**config.mk**
```make
export PLATFORM = sky130hd
export DESIGN_NAME = inst_queue
export DESIGN_NICKNAME = d
export VERILOG_FILES = /design/src/rtl/inst_queue.sv
export SDC_FILE = /design/constraint.sdc
export NUM_CORES = 1
export LEC_CHECK = 0
export BUFFER_PORTS_ARGS = -buffer_cell sky130_fd_sc_hd__buf_2
export CAP_MARGIN = 20
export CORE_UTILIZATION = 50
export DETAILED_ROUTE_END_ITERATION = 10
export PLACE_DENSITY = 0.66
export SLEW_MARGIN = 20
export SYNTH_ARGS = -nofsm -noshare
export SYNTH_HDL_FRONTEND = slang
export SYNTH_SLANG_ARGS = --single-unit
export TNS_END_PERCENT = 100
```
**constraint.sdc**
```tcl
create_clock -name clk -period 7.79 [get_ports clk]
set_input_delay 0.779 -clock clk [delete_from_list [all_inputs] [get_ports clk]]
set_output_delay 0.779 -clock clk [all_outputs]
set_load 0.05 [all_outputs]
```
**src/rtl/inst_queue.sv**
```systemverilog
// Instruction queue between fetch and decode: a circular FIFO of {inst, pc, pred} entries that
// releases one entry per cycle only when RS, LSB and ROB can all accept it.
module inst_queue #(
   parameter int unsigned IQ_SIZE  = 16,
   parameter int unsigned IQ_WIDTH = 4
) (
   input  logic        clk,
   input  logic        rst,
   input  logic        rdy,
   input  logic        in_fetcher_flag,
   input  logic [31:0] in_fetcher_inst,
   input  logic [31:0] in_fetcher_pc,
   input  logic        in_fetcher_pred,
   output logic        out_fetcher_full,
   input  logic        in_rs_idle,
   input  logic        in_lsb_idle,
   input  logic        in_rob_idle,
   output logic        out_decoder_flag,
   output logic [31:0] out_decoder_inst,
   output logic [31:0] out_decoder_pc,
   output logic        out_decoder_pred,
   input  logic        in_rob_xbp
);

   localparam logic [IQ_WIDTH:0]   FullCount = (IQ_WIDTH + 1)'(IQ_SIZE);
   localparam logic [IQ_WIDTH:0]   CntOne    = (IQ_WIDTH + 1)'(1);
   localparam logic [IQ_WIDTH-1:0] PtrOne    = IQ_WIDTH'(1);

   logic [31:0] inst_mem [IQ_SIZE];
   logic [31:0] pc_mem   [IQ_SIZE];
   logic        pred_mem [IQ_SIZE];

   logic [IQ_WIDTH-1:0] head_q, head_d;
   logic [IQ_WIDTH-1:0] tail_q, tail_d;
   logic [IQ_WIDTH:0]   count_q, count_d;
   logic                flag_q, flag_d;
   logic [31:0]         inst_q, inst_d;
   logic [31:0]         pc_q, pc_d;
   logic                pred_q, pred_d;

   logic pop;
   logic push;
   logic wr_en;

   // Full is taken from the registered count, so a pop in the same cycle cannot make room.
   assign out_fetcher_full = (count_q == FullCount);

   assign pop  = (count_q != '0) && in_rs_idle && in_lsb_idle && in_rob_idle;
   assign push = in_fetcher_flag && !out_fetcher_full;

   always_comb begin
      head_d  = head_q;
      tail_d  = tail_q;
      count_d = count_q;
      flag_d  = flag_q;
      inst_d  = inst_q;
      pc_d    = pc_q;
      pred_d  = pred_q;
      wr_en   = 1'b0;

      if (rdy) begin
         if (in_rob_xbp) begin
            head_d  = '0;
            tail_d  = '0;
            count_d = '0;
            flag_d  = 1'b0;
         end else begin
            flag_d = pop;
            if (pop) begin
               inst_d = inst_mem[head_q];
               pc_d   = pc_mem[head_q];
               pred_d = pred_mem[head_q];
               head_d = head_q + PtrOne;
            end
            if (push) begin
               wr_en  = 1'b1;
               tail_d = tail_q + PtrOne;
            end
            case ({push, pop})
               2'b10:   count_d = count_q + CntOne;
               2'b01:   count_d = count_q - CntOne;
               default: count_d = count_q;
            endcase
         end
      end
   end

   always_ff @(posedge clk or negedge rst) begin
      if (!rst) begin
         head_q  <= '0;
         tail_q  <= '0;
         count_q <= '0;
         flag_q  <= 1'b0;
         inst_q  <= '0;
         pc_q    <= '0;
         pred_q  <= 1'b0;
      end else begin
         head_q  <= head_d;
         tail_q  <= tail_d;
         count_q <= count_d;
         flag_q  <= flag_d;
         inst_q  <= inst_d;
         pc_q    <= pc_d;
         pred_q  <= pred_d;
      end
   end

   // Entry storage needs no reset: occupancy is tracked solely by the pointers and count.
   always_ff @(posedge clk) begin
      if (wr_en) begin
         inst_mem[tail_q] <= in_fetcher_inst;
         pc_mem[tail_q]   <= in_fetcher_pc;
         pred_mem[tail_q] <= in_fetcher_pred;
      end
   end

   assign out_decoder_flag = flag_q;
   assign out_decoder_inst = inst_q;
   assign out_decoder_pc   = pc_q;
   assign out_decoder_pred = pred_q;

endmodule

```
; ---- After elaboration in Yosys (flattened, before gate mapping)
; Memory sizes are Yosys's and may differ from the RTL's. A register that Yosys moved wholly into a read port is not among the register bits.
; Cells that the tools add are included.
[totals]
regBits = 14
latch_bits = 0
mem_bits_rw = 1040
rom_bits = 0
inputBits = 73
output_inout_bits = 67
wordCells = 43
mem_count = 3
[mem_list]
columns = memory, words, word_bits, read_ports, rd_ports_with_merged_regs, wr, line
row1 = inst_mem, 16, 32, 1, 1, 1, 29  ; logic [31:0] inst_mem [IQ_SIZE];
row2 = pc_mem, 16, 32, 1, 1, 1, 30  ; logic [31:0] pc_mem [IQ_SIZE];
row3 = pred_mem, 16, 1, 1, 1, 1, 31  ; logic pred_mem [IQ_SIZE];
[op_classes]
addsub = 4
multipliers = 0
n_div = 0
magnitude_cmp = 0
n_eq_ne = 3
shift = 0
mux = 12
bitwise_logic = 1
n_reduce_logical = 16
[op_table]
columns = operator, n
row1 = 4-bit 2-to-1 mux, 4
row2 = 5-bit case mux with 2 select lines, 1
row3 = "4-bit by 1-bit adder with 4-bit output, second input constant", 2
row4 = 1-bit 2-to-1 mux, 6
row5 = 2-bit AND reduction, 3
row6 = "5-bit by 1-bit adder with 5-bit output, second input constant", 1
row7 = "5-bit equality test, second input constant", 1
row8 = 5-bit 2-to-1 mux, 1
row9 = 5-bit nonzero test, 1
row10 = "5-bit by 1-bit subtractor with 5-bit output, second input constant", 1
row11 = 1-bit logical AND, 4
row12 = 1-bit zero test, 4
row13 = 2-bit nonzero test, 2
row14 = 3-bit AND reduction, 1
row15 = 3-bit nonzero test, 1
row16 = "2-bit by 1-bit equality test with 1-bit output, second input constant", 1
row17 = "2-bit equality test, second input constant", 1
row18 = 1-bit NOT, 1

; ---- Longest topological paths before layout
[depth]
word_depth = 8
mapped_depth = 11
depth_no_buf = 9

; ---- Least setup slack after synthesis
; No wires, ideal clock.
[synth_path]
kind = input port to flip-flop
from = input port in_rob_xbp
to = memory inst_mem[0][0] (enable)
setup_ns = 0.568
arrival_time_ns = 5.642
slack_ns = 1.580
path_stages = 4
cell_sequence = nand2b_1 -> nor2_1 -> nand2_1 -> nor3_1
[synth_via]
elab_chain_cells = 4
[synth_lines]
columns = item, line
row1 = start: declaration, 22  ; input logic in_rob_xbp
row2 = 1-bit 2-to-1 mux, 62  ; if (in_rob_xbp) begin
row3 = 1-bit 2-to-1 mux, 61  ; if (rdy) begin
row4 = 1-bit 2-to-1 mux, 110  ; if (wr_en) begin
row5 = 1-bit 2-to-1 mux (implied by the code), 111  ; inst_mem[tail_q] <= in_fetcher_inst;
row6 = end: declaration, 29
; Every way passes these cells.

; ---- Worst setup path in the final report
[layout_path]
from = register count_q[2]
to = memory inst_mem[7][14] (enable)
[layout_via]
elab_chain_cells = 8
[layout_lines]
columns = item, line
row1 = start: declaration, 35  ; logic [IQ_WIDTH:0] count_q, count_d;
row2 = start signal: assignment, 100  ; count_q <= count_d;
row3 = 5-bit equality test, 46  ; assign out_fetcher_full = (count_q == FullCount);
row4 = 1-bit zero test, 49  ; assign push = in_fetcher_flag && !out_fetcher_full;
row5 = 1-bit logical AND, 49
row6 = 1-bit 2-to-1 mux, 75  ; if (push) begin
row7 = 1-bit 2-to-1 mux, 62
row8 = 1-bit 2-to-1 mux, 61
row9 = 1-bit 2-to-1 mux, 110
row10 = 1-bit 2-to-1 mux (implied by the code), 111
; Every way passes these cells.

==> impl_metrics.csv <==
group,metric,value,unit
status,status,"completed",
worst_setup_path,crit_path_top_delay_cell,"nor2_4",
timing,tns,0,ns
grt,grtUsageTotal,21.42,%
clock_tree,clock_latency,0.69,ns
die,die-area,85720,sq um
pwr,power_density,289.2,nW/um^2
route,viasPerCell,5.911,
finish,post-route-util,57.62,%
pwr,p_sw_share,25.56,%
grt,overflow,0,
route,drtIter0Drc,1595,
pwr,p_seq_share,50.4,%
worst_setup_path,crit_chain,"or4_1 -> o21ai_1 -> nor2_1 -> nand2_1 -> nor2_4 -> buf_4",
synthesis,ys_seq_area_share,78.55,%
finish,seq_area,33220,sq um
worst_setup_path,end_kind,"flop",
clock_tree,cts_max_level,3,
timing,setup_viol,0,
synthesis,netlist_area,42280,sq um
worst_setup_path,worstSetupPathType,"reg2reg",
synthesis,avgSynthCellArea,22.88,sq um
grt,antenna_found_initial,11,
die,core_area,83690,sq um
pwr,max-vdd-ir-drop,0.1906,mV
grt,grt_pass1_wl,134100,um
pwr,p_leak,15.12,nW
timing,tightest_slew,1.092,ns
synthesis,synth_cells,1848,
clock_tree,clk_path_buf_depth,3,
die,fp.dieH,292.8,um
place,post_dp_cell_area,44480,sq um
synthesis,synth_area_leader_cell,"edfxtp_1",
route,drc,0,
route,dr_total_vias,19371,
worst_setup_path,start_kind,"flop",
die,row_count,106,
hold_path,min_path_type,"in2async",
pwr,p_comb_share,11.2,%
grt,grt_max_degree,140,
timing,fin_crit,3.657,ns
pwr,p_int,10.38,mW
clock_tree,clkTransAtPathRegs,0.06,ns
timing,rsz0062_at_grt,"false",
timing,clock_skew,0.04712,ns
synthesis,synth.area.top_cells,"edfxtp_1 74%, mux4_2 14%, dfrtp_1 4.7%",
route,wl_per_cell,27.37,um
pwr,p_sw,3.565,mW
route,drt.antenna.violating_nets,0,
die,initial_utilization,50.52,%
worst_setup_path,critPathRequiredTime,8.06,ns
timing,hold_viol,0,
synthesis,syn-num-nets,1928,
synthesis,netlist-cell-type-count,39,
grt,grt_pass1_vias,20409,
die,ios,140,
route,first_pass_iters,5,
place,dp_hpwl,46540,um
place,port_buffers,139,
finish,syn_to_final_growth,14.06,%
worst_setup_path,worstPathArrival,3.93,ns
timing,fin_crit_sh,46.94,%
clock_tree,cts_buffers,110,
clock_tree,cts-resized-gates,0,
synthesis,synth.ff_latch_count,1119,
finish,multiInputGateArea,8725,sq um
clock_tree,cts_root_buf,"clkbuf_16",
timing,fmax,0.2735,GHz
worst_setup_path,slowest_delay,0.91,ns
pwr,total_power,13.95,mW
finish,final_nets,2120,
pwr,power_frac_clock,38.4,%
clock_tree,clock_sinks,1119,
timing,max-slew-margin-rel,27.02,%
place,place.gp.congestion,0.7443,
clock_tree,postCtsSetupRepairBufs,0,
timing,drv_slew,0,
die,die_x,292.8,um
finish,drive_gt1_share,29.84,%
timing,hold_ws,0.1124,ns
finish,design_area,48220,sq um
worst_setup_path,cp_max_fo,39,
synthesis,yosysWarnings,0,
flow_run,max_cap_violations,0,
clock_tree,holdBufCountCts,0,
route,drt-total-wl,89680,um
synthesis,yosys.area.top_type_share,73.87,%
finish,n_fill_cell,6000,
clock_tree,cts_tree,"done",
-- cells in the final DEF (no fill, tap or decap), types with 3 or more instances in the layout --
cell type,n
a21oi_1,4
a31oi_1,5
buf_12,8
buf_2,138
buf_4,33
bufinv_16,11
clkbuf_1,19
clkbuf_16,111
clkbuf_8,10
clkinv_1,17
clkinv_2,28
clkinvlp_4,6
dfrtp_1,76
dfrtp_4,3
diode_2,5
edfxtp_1,1040
ha_1,7
inv_1,10
mux2i_1,134
mux4_2,260
nand2_1,76
nor2_1,6
nor2_4,12
nor2b_1,3
nor3_2,4
o21ai_0,8
o221ai_1,65
o22ai_1,8
-- layout make-up --
type / instances / share of cell area, %
Antenna cell: 5 / 0.02595
Inverter: 10 / 0.07785
Sequential cell: 1119 / 68.89
Clock buffer: 140 / 6.194
Multi-Input combinational cell: 620 / 18.09
Tap cell: 1134 / 2.943
Clock inverter: 70 / 1.497
Timing Repair Buffer: 179 / 2.278
-- worst paths after layout --
kind	slack, ns	start	cells after the start	end
worst max-delay path	4.13	count_q[2]	6	inst_mem[7][14]
worst min-delay path	0.11	rst	1	out_decoder_inst[30]
worst max register to register	4.13	count_q[2]	6	inst_mem[7][14]
worst min register to register	0.48	out_decoder_inst[3]	2	out_decoder_inst[3]
max in group asynchronous	6.18	rst	2	head_q[1]
min in group clk	0.41	in_rob_xbp	2	tail_q[1]
-- worst max-delay path: cells and delay by family (launching register included) --
kind / cells / cell delay, ns
AOI/OAI and AO/OA: 1 / 0.14
buffers and inverters: 1 / 0.72
DFF: 1 / 0.48
and+or+nand+nor: 4 / 1.89
-- per-layer routing --
| metal | GRT usage (%) | wire [um] |
|---|---|---|
| met5 | 0 | 69 |
| met4 | 6.500 | 2088 |
| met3 | 3.384 | 4926 |
| met2 | 35.37 | 45190 |
| met1 | 29.69 | 37410 |
-- cell usage after synthesis --
library cell / instances
a211o_1: 1
a21boi_0: 1
a21oi_1: 4
a22o_1: 1
a31oi_1: 5
and2_1: 1
and3_1: 2
buf_1: 10
buf_2: 34
buf_4: 4
buf_6: 2
clkbuf_1: 49
dfrtp_1: 79
edfxtp_1: 1040
ha_1: 7
inv_1: 10
mux2i_1: 134
mux4_2: 260
nand2_1: 77
nand2b_1: 2
nand3_1: 2
nand4_1: 1
nor2_1: 18
nor2b_1: 3
nor3_1: 5
nor4_1: 1
o211a_2: 1
o211ai_2: 1
o21a_1: 1
o21ai_0: 8
o21ai_1: 1
o221ai_1: 65
o22ai_1: 8
o31ai_1: 1
o41ai_1: 1
or2_2: 3
or4_1: 1
xnor2_1: 2
xor2_1: 2
-- state kept, by name, summed over array words and instances, names as in the netlist --
register and flops:
inst_mem 512, pc_mem 512, out_decoder_inst 32, out_decoder_pc 32
pred_mem 16, count_q 5, head_q 4, tail_q 4
out_decoder_flag 1, out_decoder_pred 1
-- power groups by stage --
stage	registers [mW]	clock network (mW)	logic [mW]
6_report	7.03	5.35	1.56
5_1_grt	7.06	5.68	1.66
4_1_cts	7.04	5.44	1.58
3_5_place_dp	7.16	0	1.58
3_3_place_gp	7.15	0	1.56
2_1_floorplan	7.65	0	0.556
-- metrics by stage --
stage | setup WS (ns) | std cells
after detailed placement | 3.828 | 3061
after CTS | 3.980 | 3271
final | 4.133 | 3277
after global placement | 3.716 | 3057
after global routing | 3.906 | 3276
after floorplan | 1.580 | 1848
-- logic make-up after synthesis --
family,synth area share [%]
adder cells (fa/ha/maj),0.2072
AND/OR/NAND/NOR,1.137
XOR/XNOR,0.08288
buffers and inverters,1.139
AO/OA/AOI/OAI,1.862
flip-flops,78.55
multiplexers,17.02
No activity file was read; power rests on OpenSTA's default activity.
